$ cat config.mk
export PLATFORM = sky130hd
export DESIGN_NAME = ebpc_symbol_packer
export DESIGN_NICKNAME = d
export VERILOG_FILES = /design/src/rtl/ebpc_symbol_packer.sv
export SDC_FILE = /design/constraint.sdc
export NUM_CORES = 1
export LEC_CHECK = 0
export CORE_MARGIN = 2
export CORE_UTILIZATION = 35
export DETAILED_ROUTE_END_ITERATION = 8
export GPL_ROUTABILITY_DRIVEN = 0
export PLACE_DENSITY_LB_ADDON = 0.25
export SETUP_SLACK_MARGIN = 0.05
export SYNTH_ARGS = -nofsm -noshare
export SYNTH_HDL_FRONTEND = slang
export SYNTH_SLANG_ARGS = --single-unit
$ cat constraint.sdc
create_clock -name clk_i -period 8.5 [get_ports clk_i]
set_clock_uncertainty 0.15 [all_clocks]
set_input_delay 2.125 -clock clk_i [delete_from_list [all_inputs] [get_ports clk_i]]
set_output_delay 2.125 -clock clk_i [all_outputs]
set_load 0.03 [all_outputs]
$ cat src/rtl/ebpc_symbol_packer.sv
// ebpc_symbol_packer
//   Packs variable-length EBPC symbols (2..MAX_SYMB_LEN bits, MSB first) into
//   OUT_W-bit words. The first bit of a transfer lands at data_o[OUT_W-1].
//   When a transfer ends (last_i), the packer drains its remaining bits as
//   one or more words. The final word is flagged with last_o, and nbits_o
//   gives its number of meaningful, MSB-aligned bits.
//
// Ports
//   clk_i, rst_i        clock, asynchronous active-high reset
//   symb_i              right-aligned symbol; bits above the decoded length are ignored
//   len_i               ebpc_pkg::symb_len_t length code
//   last_i              final symbol of the transfer
//   in_valid_i/in_ready_o    upstream handshake
//   data_o, nbits_o, last_o  packed word, meaningful bit count, final-word flag
//   out_valid_o/out_ready_i  downstream handshake
//   state_o             debug: 0 = ACCEPT, 1 = FLUSH
//
// Handshakes: a transfer happens on a rising edge where valid and ready are
// both 1. A producer holds valid and its payload steady until the transfer
// happens. in_ready_o may depend combinationally on out_ready_i.

package ebpc_pkg;
   localparam int unsigned LOG_DATA_W   = 3;
   localparam int unsigned BLOCK_SIZE   = 8;
   localparam int unsigned MAX_SYMB_LEN = 8;
   typedef enum logic [2:0] {
      TWO             = 3'd0,
      THREE_PLUS_LOGM = 3'd1,
      FIVE            = 3'd2,
      FIVE_PLUS_LOGN  = 3'd3,
      N               = 3'd4
   } symb_len_t;
endpackage

module ebpc_symbol_packer #(
   parameter int unsigned OUT_W = 32
) (
   input  logic                              clk_i,
   input  logic                              rst_i,
   input  logic [ebpc_pkg::MAX_SYMB_LEN-1:0] symb_i,
   input  logic [2:0]                        len_i,
   input  logic                              last_i,
   input  logic                              in_valid_i,
   output logic                              in_ready_o,
   output logic [OUT_W-1:0]                  data_o,
   output logic [$clog2(OUT_W+1)-1:0]        nbits_o,
   output logic                              last_o,
   output logic                              out_valid_o,
   input  logic                              out_ready_i,
   output logic                              state_o
);

   localparam int unsigned MAX_L = ebpc_pkg::MAX_SYMB_LEN;
   localparam int unsigned BUF_W = OUT_W + MAX_L;
   localparam int unsigned CNT_W = $clog2(BUF_W);
   localparam int unsigned NB_W  = $clog2(OUT_W + 1);
   localparam int unsigned LEN_W = $clog2(MAX_L + 1);
   localparam logic [CNT_W-1:0] OUT_W_C = CNT_W'(OUT_W);

   generate
      if (OUT_W < MAX_L) begin : g_bad_out_w
         $error("ebpc_symbol_packer: OUT_W must be >= MAX_SYMB_LEN");
      end
   endgenerate

   typedef enum logic {ACCEPT = 1'b0, FLUSH = 1'b1} state_t;

   state_t            state_q, state_d;
   logic [BUF_W-1:0]  buf_q, buf_d;   // oldest bit at buf_q[BUF_W-1]; bits below the fill level are always zero
   logic [CNT_W-1:0]  cnt_q, cnt_d;

   logic [LEN_W-1:0]  len;
   logic [BUF_W-1:0]  sym_top;        // symbol moved to the top of a buffer-wide vector
   logic [BUF_W-1:0]  base_buf;
   logic [CNT_W-1:0]  base_cnt;
   logic              push, pop;

   // Length decode; unknown codes consume the symbol but add no bits.
   always_comb begin
      len = '0;
      case (len_i)
         3'd0:    len = LEN_W'(2);
         3'd1:    len = LEN_W'(3 + ebpc_pkg::LOG_DATA_W);
         3'd2:    len = LEN_W'(5);
         3'd3:    len = LEN_W'(5 + $clog2(ebpc_pkg::BLOCK_SIZE));
         3'd4:    len = LEN_W'(ebpc_pkg::BLOCK_SIZE);
         default: len = '0;
      endcase
   end

   // Outputs and handshake decisions
   always_comb begin
      in_ready_o  = 1'b0;
      out_valid_o = 1'b0;
      nbits_o     = '0;
      last_o      = 1'b0;
      data_o      = buf_q[BUF_W-1 -: OUT_W];
      if (state_q == ACCEPT) begin
         out_valid_o = (cnt_q >= OUT_W_C);
         in_ready_o  = (cnt_q < OUT_W_C) || out_ready_i;
         nbits_o     = out_valid_o ? NB_W'(OUT_W) : '0;
      end else begin
         out_valid_o = (cnt_q != '0);
         nbits_o     = (cnt_q >= OUT_W_C) ? NB_W'(OUT_W) : NB_W'(cnt_q);
         last_o      = out_valid_o && (cnt_q <= OUT_W_C);
      end
   end

   assign push    = in_valid_i && in_ready_o;
   assign pop     = out_valid_o && out_ready_i;
   assign state_o = state_q;

   // Shifting the symbol up by (MAX_L - len) pushes the ignored upper bits
   // out of the vector, so no explicit mask is needed.
   assign sym_top = {symb_i, {OUT_W{1'b0}}} << (LEN_W'(MAX_L) - len);

   // Pop first, then append the new symbol directly behind the bits that remain.
   always_comb begin
      base_buf = buf_q;
      base_cnt = cnt_q;
      state_d  = state_q;
      if (pop) begin
         if (last_o) begin
            base_buf = '0;
            base_cnt = '0;
         end else begin
            base_buf = buf_q << OUT_W;
            base_cnt = cnt_q - OUT_W_C;
         end
      end
      buf_d = base_buf;
      cnt_d = base_cnt;
      if (push) begin
         buf_d = base_buf | (sym_top >> base_cnt);
         cnt_d = base_cnt + CNT_W'(len);
      end
      case (state_q)
         ACCEPT:  if (push && last_i) state_d = FLUSH;
         // An empty FLUSH (transfer of zero-length symbols) has nothing to emit.
         FLUSH:   if ((pop && last_o) || (cnt_q == '0)) state_d = ACCEPT;
         default: state_d = ACCEPT;
      endcase
   end

   always_ff @(posedge clk_i or posedge rst_i) begin
      if (rst_i) begin
         state_q <= ACCEPT;
         buf_q   <= '0;
         cnt_q   <= '0;
      end else begin
         state_q <= state_d;
         buf_q   <= buf_d;
         cnt_q   <= cnt_d;
      end
   end

   a_len_code : assert property (@(posedge clk_i) disable iff (rst_i)
      (in_valid_i && in_ready_o) |-> (len_i <= 3'd4));

endmodule

==> run metrics, run 1 <==
status=finished clean; initial antenna violation count=0; max-cap viol count=0; cell taking the most area after synthesis=dfrtp_1; Overflow after GRT=0; number of CTS-inserted buffers=5; Post-synth EDFFs=0; max incr delay on CP=0.79 ns; worst-skew pair later-pin latency=0.30 ns; met2 global-route usage=28.9%; Hold Path Class=reg2reg; multi-input logic area=0.00191 sq mm; CP Max Fanout=17; pre-CTS setup slack=1.79 ns; final hold violations=0; Final Setup Violations=0; top post-synthesis cells by area=dfrtp_1 (34%), buf_4 (7.1%), nand2_1 (6.7%); Area Growth Syn to Fin=13.5%; hpwl dp=6900 um; Top delay family on crit path=simple AND/OR/NAND/NOR gates; Clock transition at path regs=0.09 ns; filler cell count=1025; Syn Area/Cell=8.33 sq um; TritonCTS clock tree=yes; first-pass GRT wire length=15900 um; Netlist cell types=62; die area=0.0108 sq mm; WL/cell=16.8 um; Gates resized, CTS repair=0; I/O Buffers=57; final max-slew violation count=0; global routing met3 resource utilization=2.44%; pwr dens=311 mW/mm^2; post-layout minimum cycle time=6.46 ns; most frequent CP cell=and3_1; Setup crit start kind=input pin; router iterations before antenna repair=6; Main synth FF type=dfrtp_1; Buf/Inv on CP=2; worst-case clock buffer depth=2; fin util=40.7%; Post-CTS Hold Buffers=0; Post-route DRC=0; Initial Utilization=35.9%; Pleak=1.64 nW; Die Y=104 um; Setup TNS=0 ns; Die X=104 um; Max Clock Freq=155 MHz; vias in the first global route=3008; Placed Area=0.00386 sq mm; Critical Path Slowest Stage Cell=clkdlybuf4s50_1; Worst EP required=8.52 ns; met1 usage=24.4%; Setup Crit Path Kind=in2reg; worst-margin pin slew=0.988 ns; Nets=443; WP data arrival=6.48 ns; Mapped Nets=440; top-count cell post-synth=nand2_1; Post-DRT Antenna Nets=0; Syn. warnings=0; vias per std cell=5.56; cell breakdown of the critical path=clkdlybuf4s50_1 -> nor3b_2 -> inv_2 -> ha_1 -> mux2i_1 -> nand2_1 -> and3_1 -> and3_1 -> nor3_2 -> o22ai_1 -> a21oi_2 -> o221ai_1; sequential fraction of the synthesis area=33.7%; RSZ-0062 raised after global routing=false; Root Buffer=clkbuf_8; Ports=58; Top Usage Layer GRT=met2; FF-to-FF setup slack=5.19 ns; 1st-iter DRT viols=196; clk sinks=47; largest net degree at the start of global routing=48; H-tree Lvls=2; Mapped Area=0.00349 sq mm; Worst IR Drop VDD=0.0961 mV; Yosys reg bits=47; post-synthesis cell count=419; Post-CTS Setup Bufs=0; worst setup margin=2.04 ns; total power=1.23 mW; Slew HR=34.1%; type of element capturing the critical path=flop; top cell type's share of synthesized area=33.7%; async set-reset flop share out of synthesis=100%; synth cell count leaders=nand2_1 (62), dfrtp_1 (47), buf_4 (33), o21ai_0 (31), nor2_1 (26); Design Area, Final=0.00396 sq mm; layout cells sized above 1=5.91%; diodes inserted=0; FF+latch area=0.00118 sq mm; Routed Wire Length=9320 um; vias after detailed routing=3093; Rows=36; final worst path period share=76.0%; core footprint=0.00973 sq mm; Global Route Usage Sum=17.8%
[report_power, final]
part / total (mW) / switching, mW / internal [mW]
combinational: 0.724 / 0.451 / 0.273
clock: 0.143 / 0.0767 / 0.0664
sequential: 0.364 / 0.0631 / 0.301
[layout make-up]
| cell class | count | share of cell area, % |
|---|---|---|
| tap | 133 | 4.20 |
| sequential | 47 | 29.7 |
| multi-input combinational | 301 | 48.2 |
| clock inverter | 2 | 0.411 |
| clock buffer | 6 | 2.08 |
| timing repair buffer | 58 | 14.6 |
| inverter | 9 | 0.853 |
[state kept, by name (all words and copies together) (netlist names)]
register	flops
buf_q	40
state_o	1
cnt_q	6
[metal layers]
layer	wire [um]	share of wire (%)
met1	4220	45
met2	4460	48
met3	434	4.7
met4	206	2.2
met5	0	0
[path summary, 6_finish.rpt]
path / startpoint / endpoint / cells after the start
max: len_i[1] / buf_q[31] / 12
min: buf_q[2] / buf_q[2] / 2
max reg2reg: cnt_q[5] / buf_q[11] / 8
min reg2reg: buf_q[2] / buf_q[2] / 2
max in group asynchronous: rst_i / buf_q[13] / 2
min in group asynchronous: rst_i / buf_q[32] / 2
[cells by family after synthesis]
logic type | share of synthesized area [%]
fa+ha+maj | 2.29
mux | 3.80
buf+inv | 11.6
xor+xnor | 3.01
compound gates | 23.1
flops | 33.7
simple gates | 22.4
[placed cells by master (no fill, tap or decap), types with 5 or more instances in the layout]
cell type,count
nor3_1,7
o221ai_1,11
a21oi_1,12
nor2_1,26
and2_1,10
a22o_1,6
nor2b_1,5
nand2b_1,7
and3_1,8
mux2i_1,11
o22ai_1,7
clkdlybuf4s50_1,57
clkbuf_8,6
xnor2_1,5
o21ai_0,31
inv_1,7
a22oi_1,13
nand3_1,11
nand2_1,62
dfrtp_1,47
[per-stage QoR]
| stage | hold WS (ns) | cells |
|---|---|---|
| 5_1_grt | 0.380 | 556 |
| 4_1_cts | 0.341 | 556 |
| 3_3_place_gp | 0.312 | 548 |
| 6_report | 0.336 | 556 |
| 2_1_floorplan | 0.301 | 419 |
| 3_5_place_dp | 0.321 | 548 |
[worst register-to-register path, stage by stage, from the launching register on]
cell,delay [ns]
dfrtp_1,0.49
nand3b_1,0.34
nand2_1,0.47
inv_1,0.32
a311oi_1,0.34
a221o_1,0.26
nor2_1,0.09
a22oi_1,0.48
o221ai_1,0.22
(Power assumes the default switching activity.)
==> run 2: changes to the inputs <==
==> constraint.sdc (replaced) <==
create_clock -name clk_i -period 5.3 [get_ports clk_i]
set_clock_uncertainty 0.15 [all_clocks]
set_input_delay 1.325 -clock clk_i [delete_from_list [all_inputs] [get_ports clk_i]]
set_output_delay 1.325 -clock clk_i [all_outputs]
set_load 0.03 [all_outputs]
==> run 2 against run 1 <==
Effect of this change: clock power up 92%; design area grew 2.2%; via count down 0.55%; critical path depth decreased by 8; combinational power rose by 60%; core utilization increased by 0.89 points; register-to-register slack got worse by 2.9 ns; first-iteration DRC count rose by 23%; clock-buffer cell count unchanged.
==> run metrics, run 2 (synthesis gave the netlist of run 1 again) <==
first-pass GRT wire length=15100 um (was 15900 um); Post-CTS Setup Bufs=0 (unchanged); final worst path period share=86.0%; Setup TNS=0 ns (unchanged); commonest cells after routing, fill and taps aside=nand2_1 (62), clkdlybuf4s50_1 (57), dfrtp_1 (47), o21ai_0 (31), nor2_1 (26) (unchanged); Clock transition at path regs=0.08 ns (was 0.09 ns); WL/cell=16.2 um (was 16.8 um); Die Y=104 um (unchanged); Gates resized, CTS repair=0 (unchanged); CP Max Fanout=9 (was 17); worst-margin pin slew=0.959 ns (was 0.988 ns); number of CTS-inserted buffers=5 (unchanged); Ports=58 (unchanged); Initial Utilization=35.9% (unchanged); hold slack final=0.336 ns (about the same); Largest register FFs=40 (unchanged); H-tree Lvls=2 (unchanged); post-layout minimum cycle time=4.56 ns; largest net degree at the start of global routing=48 (unchanged); Pleak=1.70 nW (was 1.64 nW); Post-route DRC=0 (unchanged); max-cap viol count=0 (unchanged); Worst IR Drop VDD=0.174 mV (was 0.0961 mV); largest register by flop count=buf_q (unchanged); commonest non-fill, non-tap cell in the layout=nand2_1 (unchanged); router iterations before antenna repair=5 (was 6); worst-skew pair later-pin latency=0.30 ns (about the same); vias in the first global route=2905 (was 3008); Worst EP required=3.83 ns (was 8.52 ns); final max-slew violation count=0 (unchanged); Routed Wire Length=9160 um (was 9320 um); Final Setup Violations=0 (unchanged); TritonCTS clock tree=yes (unchanged); RSZ-0062 raised after global routing=false (unchanged); Global Route Usage Sum=16.9% (was 17.8%); Hold Path Class=reg2reg (unchanged); Area Growth Syn to Fin=16.0% (was 13.5%); Post-DRT Antenna Nets=0 (unchanged); Slew HR=36.0% (was 34.1%); vias after detailed routing=3076 (was 3093); type of element capturing the critical path=output pin (was flop); WP data arrival=3.08 ns (was 6.48 ns); worst-case clock buffer depth=2 (unchanged); Root Buffer=clkbuf_8 (unchanged); layout cells sized above 1=7.87% (was 5.91%); Setup crit start kind=input pin (unchanged); hpwl dp=6790 um (was 6900 um); Nets=452 (was 443); vias per std cell=5.44 (was 5.56); Setup Crit Path Kind=in2out (was in2reg); Max Clock Freq=219 MHz; diodes inserted=0 (unchanged); Overflow after GRT=0 (unchanged); core footprint=0.00973 sq mm (unchanged); clk sinks=47 (unchanged); pwr dens=500 mW/mm^2 (was 311 mW/mm^2); Die X=104 um (unchanged); 1st-iter DRT viols=242 (was 196); Post-CTS Hold Buffers=0 (unchanged); final hold violations=0 (unchanged); initial antenna violation count=0 (unchanged); status=finished clean (unchanged); die area=0.0108 sq mm (unchanged); Rows=36 (unchanged); I/O Buffers=57 (unchanged)
==> run 2: changes by cell type in the layout (fill, tap and decap cells not counted), sizes merged <==
cell	change
buf	+9
bufinv	+1
clkinvlp	-1
==> run 2: stage by stage <==
step	util [%]	std cells	area, sq um	total power, mW	worst slack [ns]
2_1_floorplan	-	419	3490	1.48	1.19
3_3_place_gp	40.4	557	3930	1.74	0.473
3_5_place_dp	40.4	557	3930	1.75	0.459
4_1_cts	41.6	565	4050	2.02	0.739
5_1_grt	41.6	565	4050	2.14	0.447
6_report	41.6	565	4050	2.02	0.742
==> run 2: critical path, stage by stage <==
cell and delay (ns):
clkdlybuf4s50_1 0.63, nand2b_1 0.19, nor2b_1 0.22, clkdlybuf4s50_1 0.70
==> run 2: layer usage <==
layer	global-route usage, %	routed length [um]
met1	23.4	4290
met2	27.5	4310
met3	2.26	421
met4	5.50	146
met5	0	0
==> run 2: worst paths after layout <==
check | from | endpoint | slack [ns] | cells after the start
worst max-delay path | out_ready_i | in_ready_o | 0.74 | 4
worst min-delay path | buf_q[6] | buf_q[6] | 0.34 | 2
worst max register to register | cnt_q[5] | cnt_q[4] | 2.31 | 8
worst min register to register | buf_q[6] | buf_q[6] | 0.34 | 2
max in group asynchronous | rst_i | buf_q[37] | 2.99 | 2
min in group asynchronous | rst_i | buf_q[34] | 1.41 | 2
==> run 2: area by class of cell <==
type | instances | area [sq um]
clock buffers | 6 | 82.6
clock inverters | 2 | 35.0
inverters | 9 | 33.8
well taps | 133 | 166
repair buffers | 67 | 646
fillers | 1009 | 5680
multi-input cells | 301 | 1910
flip-flops and latches | 47 | 1180
==> run 2: where the power goes <==
part           switching, mW  internal (mW)  leakage, nW  total (mW)
Clock                  0.122          0.153       0.0612       0.275
Combinational          0.718          0.446         1.02        1.16
Sequential             0.101          0.482        0.626       0.583
==> run 3: changes to the inputs <==
--- a/config.mk
+++ b/config.mk
@@ -7,10 +7,12 @@
 export LEC_CHECK = 0
 export CORE_MARGIN = 2
 export CORE_UTILIZATION = 35
+export CTS_CLUSTER_SIZE = 10
 export DETAILED_ROUTE_END_ITERATION = 8
 export GPL_ROUTABILITY_DRIVEN = 0
 export PLACE_DENSITY_LB_ADDON = 0.25
 export SETUP_SLACK_MARGIN = 0.05
+export SKIP_LAST_GASP = 1
 export SYNTH_ARGS = -nofsm -noshare
 export SYNTH_HDL_FRONTEND = slang
 export SYNTH_SLANG_ARGS = --single-unit
==> results of run 3 <==
Same layout as run 2: the final DEF is identical, and so are final timing and power.
